===== config.mk =====
export PLATFORM = sky130hd
export DESIGN_NAME = fx_bus_arb
export DESIGN_NICKNAME = d
export VERILOG_FILES = /design/src/rtl/fx_pkg.sv /design/src/rtl/fx_rr_pick.sv /design/src/rtl/fx_bus_arb.sv
export SDC_FILE = /design/constraint.sdc
export NUM_CORES = 1
export LEC_CHECK = 0
export CORE_ASPECT_RATIO = 0.7
export CORE_MARGIN = 1
export CORE_UTILIZATION = 44
export CTS_BUF_LIST = sky130_fd_sc_hd__clkbuf_8
export DETAILED_ROUTE_END_ITERATION = 12
export GPL_TIMING_DRIVEN = 0
export PLACE_DENSITY = 0.92
export REMOVE_ABC_BUFFERS = 1
export SYNTH_ARGS = -nofsm -noshare
export SYNTH_HDL_FRONTEND = slang
export SYNTH_SLANG_ARGS = --single-unit

===== constraint.sdc =====
create_clock -name clk_sys -period 3.75 [get_ports clk_sys]
set_input_delay 0.375 -clock clk_sys [delete_from_list [all_inputs] [get_ports clk_sys]]
set_output_delay 0.375 -clock clk_sys [all_outputs]
set_load 0.01 [all_outputs]

===== src/rtl/fx_pkg.sv =====
// Shared definitions for the fx register bus: widths, FSM encoding,
// module ids and the address-field split.
package fx_pkg;

  localparam int FX_AW = 16;
  localparam int FX_DW = 16;

  // addr[15:10] selects the slave, addr[9:0] is the register offset
  localparam int MOD_ID_MSB = 15;
  localparam int MOD_ID_LSB = 10;

  localparam logic [5:0] MOD_FETCH = 6'h21;
  localparam logic [5:0] MOD_COMMU = 6'h22;

  typedef enum logic [2:0] {
    IDLE  = 3'd0,
    WR    = 3'd1,
    RD    = 3'd2,
    RWAIT = 3'd3,
    DONE  = 3'd4
  } fx_state_t;

  function automatic logic [5:0] mod_id(input logic [FX_AW-1:0] addr);
    return addr[MOD_ID_MSB:MOD_ID_LSB];
  endfunction

endpackage


===== src/rtl/fx_rr_pick.sv =====
// Two-way round-robin picker: a lone request wins outright, on a tie the
// requester that did not win last time gets the bus.
module fx_rr_pick (
  input  logic req0,
  input  logic req1,
  input  logic last_grant,
  output logic grant_vld,
  output logic grant_idx
);

  // pure combinational selection; the FSM decides when to honour it
  always_comb begin
    grant_vld = req0 | req1;
    grant_idx = (req0 && req1) ? ~last_grant : req1;
  end

endmodule


===== src/rtl/fx_bus_arb.sv =====
// Master-side controller for the shared fx register bus. Two requesters
// are granted round-robin; each grant runs one single-word write or read.
//
// Handshake: a requester raises mN_req with mN_wr/mN_addr/mN_wdata and
// holds them until mN_ack. Fields are captured when the grant is made in
// IDLE, so changes after that are ignored. mN_ack is a one-cycle pulse and
// mN_rdata is valid with it for reads; a dropped req does not cancel a
// granted transaction.
module fx_bus_arb
  import fx_pkg::*;
#(
  parameter int AW     = FX_AW,
  parameter int DW     = FX_DW,
  parameter int RD_LAT = 2
) (
  input  logic          clk_sys,
  input  logic          rst,
  input  logic          m0_req,
  input  logic          m0_wr,
  input  logic [AW-1:0] m0_addr,
  input  logic [DW-1:0] m0_wdata,
  output logic          m0_ack,
  output logic [DW-1:0] m0_rdata,
  input  logic          m1_req,
  input  logic          m1_wr,
  input  logic [AW-1:0] m1_addr,
  input  logic [DW-1:0] m1_wdata,
  output logic          m1_ack,
  output logic [DW-1:0] m1_rdata,
  output logic          fx_wr,
  output logic [AW-1:0] fx_waddr,
  output logic [DW-1:0] fx_data,
  output logic          fx_rd,
  output logic [AW-1:0] fx_raddr,
  input  logic [DW-1:0] fx_q,
  output logic          busy,
  output fx_state_t     state_dbg
);

  // RD_LAT is limited to 1..15, so the wait count always fits in 4 bits
  localparam logic [3:0] CNT_LOAD = 4'(RD_LAT - 1);

  fx_state_t     state;
  logic          last_grant;
  logic          sel;
  logic [3:0]    cnt;

  logic          grant_vld;
  logic          grant_idx;
  logic          win_wr;
  logic [AW-1:0] win_addr;
  logic [DW-1:0] win_wdata;

  assign state_dbg = state;

  fx_rr_pick u_pick (
    .req0       (m0_req),
    .req1       (m1_req),
    .last_grant (last_grant),
    .grant_vld  (grant_vld),
    .grant_idx  (grant_idx)
  );

  // route the winning requester's fields toward the latch point
  always_comb begin
    win_wr    = grant_idx ? m1_wr    : m0_wr;
    win_addr  = grant_idx ? m1_addr  : m0_addr;
    win_wdata = grant_idx ? m1_wdata : m0_wdata;
  end

  // bus sequencer; strobes are set on entry to WR/RD so they are visible
  // exactly while the FSM sits in those states
  always_ff @(posedge clk_sys or posedge rst) begin
    if (rst) begin
      state      <= IDLE;
      last_grant <= 1'b1;
      sel        <= 1'b0;
      cnt        <= 4'd0;
      busy       <= 1'b0;
      fx_wr      <= 1'b0;
      fx_waddr   <= '0;
      fx_data    <= '0;
      fx_rd      <= 1'b0;
      fx_raddr   <= '0;
      m0_ack     <= 1'b0;
      m1_ack     <= 1'b0;
      m0_rdata   <= '0;
      m1_rdata   <= '0;
    end else begin
      case (state)
        IDLE: begin
          if (grant_vld) begin
            sel        <= grant_idx;
            last_grant <= grant_idx;
            busy       <= 1'b1;
            if (win_wr) begin
              fx_wr    <= 1'b1;
              fx_waddr <= win_addr;
              fx_data  <= win_wdata;
              state    <= WR;
            end else begin
              fx_rd    <= 1'b1;
              fx_raddr <= win_addr;
              state    <= RD;
            end
          end
        end
        WR: begin
          fx_wr <= 1'b0;
          if (sel) m1_ack <= 1'b1;
          else     m0_ack <= 1'b1;
          state <= DONE;
        end
        RD: begin
          fx_rd <= 1'b0;
          cnt   <= CNT_LOAD;
          state <= RWAIT;
        end
        RWAIT: begin
          if (cnt == 4'd0) begin
            if (sel) begin
              m1_rdata <= fx_q;
              m1_ack   <= 1'b1;
            end else begin
              m0_rdata <= fx_q;
              m0_ack   <= 1'b1;
            end
            state <= DONE;
          end else begin
            cnt <= cnt - 4'd1;
          end
        end
        DONE: begin
          m0_ack <= 1'b0;
          m1_ack <= 1'b0;
          busy   <= 1'b0;
          state  <= IDLE;
        end
        default: begin
          fx_wr  <= 1'b0;
          fx_rd  <= 1'b0;
          m0_ack <= 1'b0;
          m1_ack <= 1'b0;
          busy   <= 1'b0;
          state  <= IDLE;
        end
      endcase
    end
  end

endmodule


==> reports/results.tsv <==
stage	metric	value	unit
pwr	Leak	0.00256	uW
routing	DRT iter0 DRCs	96	
routing	Final Routed Wirelength	9970	um
clock_network	root buffer cell	clkbuf_8	
cells_and_area	multi-input logic area	0.00159	mm2
cells_and_area	Storage cell area	0.00235	mm2
clock_network	H-tree depth	3	
worst_setup_path	crit start category	input port	
sta	fin. max-slew vios	0	
synth	average size of a mapped cell	13.9	um2
cells_and_area	nets	550	
synth	yosys warns	0	
floorplanning	starting density of the core	0.453	
job	Max-Cap Viols	0	
grt	antenna violations before repair	0	
clock_network	CTS tree	built	
place	Setup WS pre-CTS	-166	ps
floorplanning	core area	0.00903	mm2
clock_network	worst-skew pair later-pin latency	360	ps
floorplanning	die width	117	um
pwr	Final Power	4710	uW
clock_network	postcts setup bufs	0	
worst_setup_path	WP data arrival	3360	ps
synth	share of synthesized registers carrying an async set or reset	1.00	
clock_network	Worst-path clk slew	90	ps
sta	headroom to the max-slew limit	0.0964	
floorplanning	Die Y	82.7	um
synth	leading area contributor after synthesis	dfrtp_1	
clock_network	CTS buffer count	9	
synth	sequential share of the synthesized area	0.575	
pwr	Peak VDD IR	0.465	mV
synth	synth cell count leaders	93 x dfrtp_1, 70 x mux2_2, 32 x o21ai_0	
worst_setup_path	Worst EP required	3990	ps
sta	RSZ-0062 raised after global routing	no	
worst_setup_path	CP Max Fanout	25	
place	Area after DPL	0.00589	mm2
cells_and_area	n_diodes	0	
synth	Yosys reg bits	94	
min_path	Worst Hold Class	input port to async pin	
place	hpwl dp	7110	um
grt	first-pass GRT wire length	15600	um
sta	setup violators final	0	
sta	post-route setup slack	636	ps
routing	via count	3006	
sta	Slew @ Worst Pin	1350	ps
grt	aggregate global routing overflow	0	
grt	pin count of the biggest net entering global routing	52	
grt	All-Layer GR Usage	0.210	
place	Port Buffers	173	
cells_and_area	Fillers	652	
cells_and_area	share of cells above drive strength 1	0.225	
synth	cell count after synthesis	294	
grt	vias in the first global route	3117	
routing	via/cell ratio	5.09	
routing	Detail Route Antenna Nets	0	
routing	DRC Markers	0	
clock_network	clock sinks	94	
pwr	cell area power density	773	mW/mm2
clock_network	post_cts resized	0	
floorplanning	row cnt	29	
cells_and_area	area grow syn2layout	48.7	%
worst_setup_path	critical path endpoint category	flop	
place	gp weighted congestion	0.736	
sta	final hold vios	0	
sta	skew final	8.12	ps
synth	most frequent cell after synthesis	dfrtp_1	
routing	First-pass DRT Iterations	4	
cells_and_area	post-route cell area	0.00609	mm2
clock_network	maximum root-to-sink buffer count	2	
synth	Post-synth EDFFs	0	
synth	ys flop type	dfrtp_1	
synth	synth top area cells	dfrtp_1 57%, mux2_2 19%, mux2i_1 4.6%	
routing	drt wl/cell	16.9	um
synth	synthesized area	0.00410	mm2
sta	final period utilization	0.830	
run_status	outcome	finished, final reports clean	
sta	Hold WS	458	ps
floorplanning	I/O pins	174	
sta	crit path time final	3110	ps
synth	Cell variety after synth	37	
floorplanning	Die ar.	0.00971	mm2
clock_network	hold-fix buffers at CTS	0	
synth	Synth top area share	0.568	
sta	Max Clock Freq	321	MHz
worst_setup_path	Crit Path Category	input port to flop	
## metrics by stage
step	utilization	TNS (ps)	cells
final	0.674	0	591
after global routing	0.674	0	591
after CTS	0.672	0	590
after detailed placement	0.652	-2510	575
after global placement	0.647	-60020	572
after floorplan	-	0	275
## layout make-up
type	instances	area share
sequential	94	0.386
timing repair buffer	177	0.295
multi-input combinational	176	0.260
tap	124	0.0255
clock buffer	9	0.0203
clock inverter	6	0.00924
inverter	5	0.00349
## placed cells by master, fill, tap and decap left out, types with 3 or more instances in the layout
master             n
clkbuf_8           9
a21oi_1            6
mux2_2            70
inv_1              6
dfrtp_1           93
mux2_4            10
nor2_1             4
o21ai_0           31
a31oi_1            3
nand3_1            4
clkdlybuf4s50_1  173
mux2i_1           18
nand2_1            6
## metal layers
layer  vias up  global-route usage  routed length, um
li1       1374                   -                  -
met2       107               0.367               5030
met1      1510               0.247               4110
met4         0              0.0675                139
met3        15              0.0728                698
met5         -                   0                  0
## cells by family after synthesis
logic type	count (synthesis)	share of synthesized area
AOI/OAI and AO/OA	46	0.0629
and+or+nand+nor	28	0.0406
muxes	99	0.276
xor gates and xnor gates	2	0.00428
buffers and inverters	24	0.0391
adders and majority gates	1	0.00305
DFF	94	0.575
## registers in the layout, summed over array words and instances, names as in the netlist
name	flops
fx_wr	1
state_dbg	3
fx_raddr	16
m0_rdata	16
busy	1
sel	1
m0_ack	1
fx_waddr	16
m1_rdata	16
m1_ack	1
fx_data	16
cnt	4
last_grant	1
fx_rd	1
## worst paths after layout
| check | start | cells past startpoint | to | slack, ps |
|---|---|---|---|---|
| min in group clk_sys | fx_rd$_DFFE_PP0P_ | 2 | fx_rd$_DFFE_PP0P_ | 490 |
| worst min register to register | fx_rd$_DFFE_PP0P_ | 2 | fx_rd$_DFFE_PP0P_ | 490 |
| worst max register to register | last_grant$_DFFE_PP1P_ | 6 | fx_raddr[8]$_DFFE_PP0P_ | 860 |
| worst min-delay path | rst | 2 | fx_raddr[10]$_DFFE_PP0P_ | 460 |
| worst max-delay path | m1_req | 7 | fx_raddr[8]$_DFFE_PP0P_ | 640 |
| max in group asynchronous | rst | 3 | last_grant$_DFFE_PP1P_ | 2580 |
## where the power goes
group          internal, uW  total, uW  switching, uW
registers              1510       1820            306
clock network           299        634            335
logic                  1380       2250            875
## critical path, cell delays in order
cell and delay (ps):
clkdlybuf4s50_1 540, a21boi_4 500, buf_12 270, mux2i_2 500, buf_6 230, nand2b_1 460
mux2_2 470
Note: power is estimated with default switching activity, not from simulation.
